[config.mk]
export PLATFORM = sky130hd
export DESIGN_NAME = vde_tile_scheduler
export DESIGN_NICKNAME = d
export VERILOG_FILES = /design/src/rtl/vde_pkg.sv /design/src/rtl/vde_tile_scheduler.sv
export SDC_FILE = /design/constraint.sdc
export NUM_CORES = 1
export LEC_CHECK = 0
export CORE_MARGIN = 2
export CORE_UTILIZATION = 40
export CTS_CLUSTER_DIAMETER = 200
export DETAILED_ROUTE_END_ITERATION = 8
export HOLD_SLACK_MARGIN = 0.1
export SLEW_MARGIN = 20
export SYNTH_ARGS = -nofsm -noshare
export SYNTH_HDL_FRONTEND = slang
export SYNTH_SLANG_ARGS = --single-unit
[constraint.sdc]
create_clock -name clk_i -period 3.35 [get_ports clk_i]
set_clock_uncertainty 0.15 [all_clocks]
set_input_delay 1.005 -clock clk_i [delete_from_list [all_inputs] [get_ports clk_i]]
set_output_delay 1.005 -clock clk_i [all_outputs]
set_load 0.02 [all_outputs]
[src/rtl/vde_pkg.sv]
`default_nettype none
// ============================================================================
// Package     : vde_pkg
// Description : Shared constants and types for the video display engine tile
//               path: map geometry defaults, tile height, datapath widths and
//               the tile scheduler state encoding.
// Revision    : 1.0 - initial release
// ============================================================================
package vde_pkg;

    // Default map geometry (tiles); the visible frame is 640x480 with 8x8 tiles
    localparam int MAP_WIDTH_DEF  = 80;
    localparam int MAP_HEIGHT_DEF = 60;

    localparam int TILE_H       = 8;
    localparam int SPRITE_IDX_W = 9;
    localparam int MAP_ADDR_W   = 13;
    localparam int CX_W         = 7;   // holds 0..MAP_WIDTH-1
    localparam int LINE_W       = 9;   // holds 0..MAP_HEIGHT*TILE_H
    localparam int ROW_W        = 4;

    typedef enum logic [1:0] {
        ST_IDLE  = 2'd0,
        ST_ADDR  = 2'd1,
        ST_DATA  = 2'd2,
        ST_OFFER = 2'd3
    } sched_state_t;

endpackage
`default_nettype wire

[src/rtl/vde_tile_scheduler.sv]
`default_nettype none
// ============================================================================
// Module      : vde_tile_scheduler
// Description : Walks one tile-map row per scanline request, fetching each
//               sprite index from map memory and offering
//               {sprite index, row-within-tile} to the sprite emitter over a
//               valid/ready handshake. Tracks scanline / tile-row position
//               across the frame and flags requests that arrive while busy.
//
// Ports       : clk_i          clock
//               rstn_i         asynchronous active-low reset
//               frame_start    frame start pulse (highest priority)
//               line_start_i   scanline request pulse
//               map_addr_o     map memory read address (map_base + cx)
//               map_rd_o       map read strobe
//               map_data_i     sprite index, valid 1 cycle after map_rd_o
//               sprite_valid_o sprite offer to emitter
//               sprite_ready_i emitter accepts offer
//               sprite_data_o  offered sprite index
//               sprite_row_o   {1'b0, line[2:0]}
//               line_done_o    pulse on handshake of last sprite of a line
//               frame_done_o   level, all scanlines of the frame issued
//               overrun_o      sticky, scanline requested while busy
//
// Revision    : 1.0 - initial release
// ============================================================================
module vde_tile_scheduler
    import vde_pkg::*;
#(
    parameter int MAP_WIDTH  = MAP_WIDTH_DEF,
    parameter int MAP_HEIGHT = MAP_HEIGHT_DEF
) (
    input  logic                    clk_i,
    input  logic                    rstn_i,
    input  logic                    frame_start,
    input  logic                    line_start_i,
    output logic [MAP_ADDR_W-1:0]   map_addr_o,
    output logic                    map_rd_o,
    input  logic [SPRITE_IDX_W-1:0] map_data_i,
    output logic                    sprite_valid_o,
    input  logic                    sprite_ready_i,
    output logic [SPRITE_IDX_W-1:0] sprite_data_o,
    output logic [ROW_W-1:0]        sprite_row_o,
    output logic                    line_done_o,
    output logic                    frame_done_o,
    output logic                    overrun_o
);

    localparam logic [CX_W-1:0]       c_LAST_CX   = CX_W'(MAP_WIDTH - 1);
    localparam logic [MAP_ADDR_W-1:0] c_MAP_STEP  = MAP_ADDR_W'(MAP_WIDTH);
    localparam logic [LINE_W-1:0]     c_NUM_LINES = LINE_W'(MAP_HEIGHT * TILE_H);

    sched_state_t             r_state;
    logic [LINE_W-1:0]        r_line;
    logic [CX_W-1:0]          r_cx;
    logic [MAP_ADDR_W-1:0]    r_map_base;
    logic                     r_map_rd;
    logic                     r_valid;
    logic [SPRITE_IDX_W-1:0]  r_sprite_data;
    logic                     r_frame_done;
    logic                     r_overrun;
    logic                     w_last_accept;

    // Handshake on the final column of the row closes the scanline
    assign w_last_accept = r_valid && sprite_ready_i && (r_cx == c_LAST_CX);

    assign map_addr_o     = r_map_base + MAP_ADDR_W'(r_cx);
    assign map_rd_o       = r_map_rd;
    assign sprite_valid_o = r_valid;
    assign sprite_data_o  = r_sprite_data;
    assign sprite_row_o   = {1'b0, r_line[2:0]};
    assign line_done_o    = w_last_accept;
    assign frame_done_o   = r_frame_done;
    assign overrun_o      = r_overrun;

    always_ff @(posedge clk_i or negedge rstn_i) begin
        if (!rstn_i) begin
            r_state       <= ST_IDLE;
            r_line        <= '0;
            r_cx          <= '0;
            r_map_base    <= '0;
            r_map_rd      <= 1'b0;
            r_valid       <= 1'b0;
            r_sprite_data <= '0;
            r_frame_done  <= 1'b0;
            r_overrun     <= 1'b0;
        end else if (frame_start) begin
            // Any offer in flight is dropped; a coincident line request is
            // treated as the first line of the new frame, not as an overrun.
            r_line       <= '0;
            r_cx         <= '0;
            r_map_base   <= '0;
            r_valid      <= 1'b0;
            r_frame_done <= 1'b0;
            r_overrun    <= 1'b0;
            if (line_start_i) begin
                r_map_rd <= 1'b1;
                r_state  <= ST_ADDR;
            end else begin
                r_map_rd <= 1'b0;
                r_state  <= ST_IDLE;
            end
        end else begin
            r_map_rd <= 1'b0;
            if (line_start_i && (r_state != ST_IDLE)) begin
                r_overrun <= 1'b1;
            end

            case (r_state)
                ST_IDLE: begin
                    // Requests after the last line of the frame are ignored
                    if (line_start_i && !r_frame_done) begin
                        r_cx     <= '0;
                        r_map_rd <= 1'b1;
                        r_state  <= ST_ADDR;
                    end
                end
                ST_ADDR: begin
                    r_state <= ST_DATA;
                end
                ST_DATA: begin
                    r_sprite_data <= map_data_i;
                    r_valid       <= 1'b1;
                    r_state       <= ST_OFFER;
                end
                ST_OFFER: begin
                    if (sprite_ready_i) begin
                        r_valid <= 1'b0;
                        if (r_cx != c_LAST_CX) begin
                            r_cx     <= r_cx + 1'b1;
                            r_map_rd <= 1'b1;
                            r_state  <= ST_ADDR;
                        end else begin
                            r_line <= r_line + 1'b1;
                            // Leaving the bottom row of a tile: advance the
                            // map base by one tile row instead of multiplying.
                            if (r_line[2:0] == 3'd7) begin
                                r_map_base <= r_map_base + c_MAP_STEP;
                            end
                            if ((r_line + 1'b1) == c_NUM_LINES) begin
                                r_frame_done <= 1'b1;
                            end
                            r_state <= ST_IDLE;
                        end
                    end
                end
                default: begin
                    r_state <= ST_IDLE;
                end
            endcase
        end
    end

endmodule
`default_nettype wire

==> flow_results.org <==
** Status
- The run finished with clean final reports.

** Placed design
- Summing all placed instances gives a cell area of approximately 3000 um^2.
- RePlAce Congestion :: 0.814
- HPWL after detailed placement :: between 3000 and 4000 um
- Port Buf Inserts :: 43
- Dpl ws :: -0.176 ns

** Hold path
- Path type of the worst min-delay path :: register to register

** Routing
- DRC :: 0
- DRT Pass-1 Iters :: 4
- Antenna viol nets, final :: 0
- Total Routed Length :: between 4000 and 5000 um
- Via density per instance :: roughly 5.2
- After the first detailed-routing iteration, the DRC count stood at 110.
- The routed layout has 1,950 vias.
- In the final routed layout, each cell accounts on average for 13.3 um.

** STA
- Final setup violation count :: 0
- Unrepaired setup endpoints after global routing :: false
- Final Hold Fails :: 0
- FMAX :: around 310 MHz
- Across all hold checks on the routed design, the worst slack comes to 0.356 ns.
- Final period utilization :: a little over nine tenths
- Relative slew slack :: between 30% and 40%
- Worst setup slack after layout :: roughly 0.13 ns
- Max Slew Vio Count :: 0
- Slew @ Worst Pin :: roughly 0.91 ns
- Min Tclk post-route :: between 3 and 4 ns

** Logic synthesis
- The synthesized design contains 0 enable-type register cells.
- Sequential element share of the synthesized area :: a little over two fifths
- The synthesized netlist contains 48 unique library cells.
- The cell count after synthesis came out at approximately 250.
- Dividing the synthesized area by the synthesized cell count gives 9.49 um^2.
- Post-synthesis sequential element count :: 40
- Synthesis warning total :: 0
- Area of the mapped netlist :: ~2400 um^2
- Fraction of registers with async set/reset :: 100%
- Prevailing post-synth register cell :: dfrtp_1

** Worst setup path
- Crit Path Class :: input pin to output pin
- Type of element capturing the critical path :: output pin
- In this run the worst path has a maximum fanout of 2.
- Arrival time at the worst endpoint :: 2.07 ns
- Crit path required time :: between 2 and 2.5 ns
- STA classifies the critical path startpoint as an input pin.

** Layout
- Fraction of layout instances using a drive strength above 1 :: approximately an eighth
- The number of antenna diodes in the final layout is 0.
- The area growth from synthesis to layout is 25.8%.
- For this run, the post-layout net count is 326.
- Post-route cell area :: around 3000 um^2

** Power and ir drop
- Max VDD drop :: 0.336 mV
- Summed over all cells, the static leakage comes to approximately 1.3 nW.
- In this run the power density over the cells is slightly below 500 nW/um^2.

** Global routing
- Global routing used between 10% and 20% of the available tracks across all layers.
- Number of antenna violations at the first check in global routing :: 0
- Largest net degree at the start of global routing :: 41
- Number of global-route vias before repair :: ~1,800
- For this run the aggregate overflow at the end of global routing stands at 0.
- The first global-routing pass estimated 8860 um of wire.

** Floorplanning
- Initial Util :: about two fifths
- Placeable core region :: just under 6000 um^2
- I/O pin count :: 45
- Standard-cell row count :: 28
- The floorplan step defined a die boundary enclosing about 6600 um^2.
- From bottom edge to top edge, the die measures 81.3 um.
- From left edge to right edge, the die measures 81.3 um.

** Clock tree
- Hold repair after CTS inserted 0 buffers.
- The root buffer cell chosen for the clock tree is clkbuf_8.
- Setup repair bufs after CTS :: 0
- The clock passes through at most 2 buffers.
- In this run the number of H-tree levels came out at 2.
- Clk_lat worst skew :: approximately 0.30 ns
- Clock-pin slew was measured on the worst setup and hold paths at about 0.070 ns.
- Clock tree from TritonCTS :: done
- In this run, CTS created clock tree buffers numbering 5.
- The clock net in this run drives a total of 40 sinks.

** Flow run
- Number of maximum-capacitance violations :: 0
[critical path, stage by stage]
cell and delay (ns):
clkdlybuf4s50_1 0.47, nand2_1 0.06, nor3_1 0.17, dlygate4sd2_1 0.36
[worst paths after layout]
check	start	to	slack (ns)	cells after the start
worst max-delay path	sprite_ready_i	line_done_o	0.13	4
worst min-delay path	overrun_o$_DFFE_PN0P_	overrun_o$_DFFE_PN0P_	0.36	2
worst max register to register	r_cx[4]$_DFFE_PN0P_	r_map_base[12]$_DFFE_PN0N_	1.10	6
worst min register to register	overrun_o$_DFFE_PN0P_	overrun_o$_DFFE_PN0P_	0.36	2
max in group asynchronous	rstn_i	r_line[1]$_DFFE_PN0P_	1.80	1
min in group asynchronous	rstn_i	r_map_base[12]$_DFFE_PN0N_	0.68	1
[sequential cells by signal, summed over array words and instances, names as in the netlist]
register and count:
r_state 2, r_map_base 9, r_cx 7, overrun_o 1, frame_done_o 1, sprite_data_o 9
sprite_valid_o 1, r_line 9, map_rd_o 1
[synth_stat cells, drive strengths merged (3+ instances only)]
cell type | number | area (um^2)
nand2 | 18 | 67.6
clkbuf | 7 | 26.3
mux2i | 3 | 30.0
nor2 | 25 | 93.8
dfrtp | 40 | 1000
mux2 | 9 | 101
nor2b | 3 | 18.8
o21ai | 15 | 75.1
a21o | 4 | 30.0
buf | 7 | 46.3
nand2b | 5 | 31.3
xor2 | 9 | 78.8
inv | 8 | 30.0
or3 | 3 | 18.8
and2 | 3 | 18.8
and3 | 5 | 31.3
ha | 11 | 138
a21oi | 14 | 70.1
xnor2 | 14 | 123
nor3 | 5 | 30.0
nand4 | 6 | 37.5
o211ai | 4 | 30.0
nand3 | 10 | 50.1
[stage by stage]
stage / instances / total power, mW / TNS [ns] / util, %
after floorplan: 253 / 0.930 / 0 / -
after global placement: 369 / 1.15 / -0.179 / 50.1
after CTS: 376 / 1.51 / 0 / 51.6
after detailed placement: 369 / 1.16 / -0.176 / 50.1
final: 376 / 1.49 / 0 / 51.4
after global routing: 376 / 1.59 / 0 / 51.4
[placed cells by master (no fill, tap or decap), types with 4 or more instances in the layout]
cell type	n
nand2_1	18
and3_1	5
clkdlybuf4s50_1	35
nand3_1	10
inv_1	8
nand2b_1	5
a21o_1	4
buf_4	12
nand4_1	6
nor2_1	25
dlygate4sd2_1	4
a21oi_1	14
mux2_2	9
o211ai_1	4
nor3_1	4
xor2_1	9
xnor2_1	14
ha_1	11
o21ai_0	15
dfrtp_1	40
clkbuf_8	7
[report_power, final]
part | switching, mW | internal [mW] | total [mW]
sequential | 0.0493 | 0.565 | 0.615
combinational | 0.271 | 0.257 | 0.528
clock | 0.166 | 0.183 | 0.349
total | 0.486 | 1.01 | 1.49
[cells by family (layout without fill, tap and decap cells)]
logic type	count (synthesis)	after routing	share of synthesized area, %
simple gates	95	95	21.8
compound gates	48	48	12.2
flops	40	40	41.8
xor+xnor	23	23	8.42
buf+inv	22	70	4.29
mux	12	12	5.49
fa+ha+maj	11	11	5.75
other cells	1	2	0.157
[area by class of cell]
class | count | area (um^2)
tap | 75 | 93.8
timing repair buffer | 55 | 495
multi-input combinational | 191 | 1290
sequential | 40 | 1000
inverter | 8 | 30.0
clock buffer | 7 | 96.3
fill | 568 | 2840
[repair_timing]
action | in CTS | in global routing
pin swaps | 0 | 0
setup endpoints to repair | 7 | 3
resized for setup | 7 | 8
[metal layers]
layer | GRT usage, % | wire (um) | up-vias
met5 | 0 | 0 | -
met4 | 5.59 | 70 | 0
met3 | 5.44 | 330 | 5
met2 | 25.2 | 2220 | 46
met1 | 24.4 | 2380 | 920
li1 | - | - | 979
(Power assumes the default switching activity.)
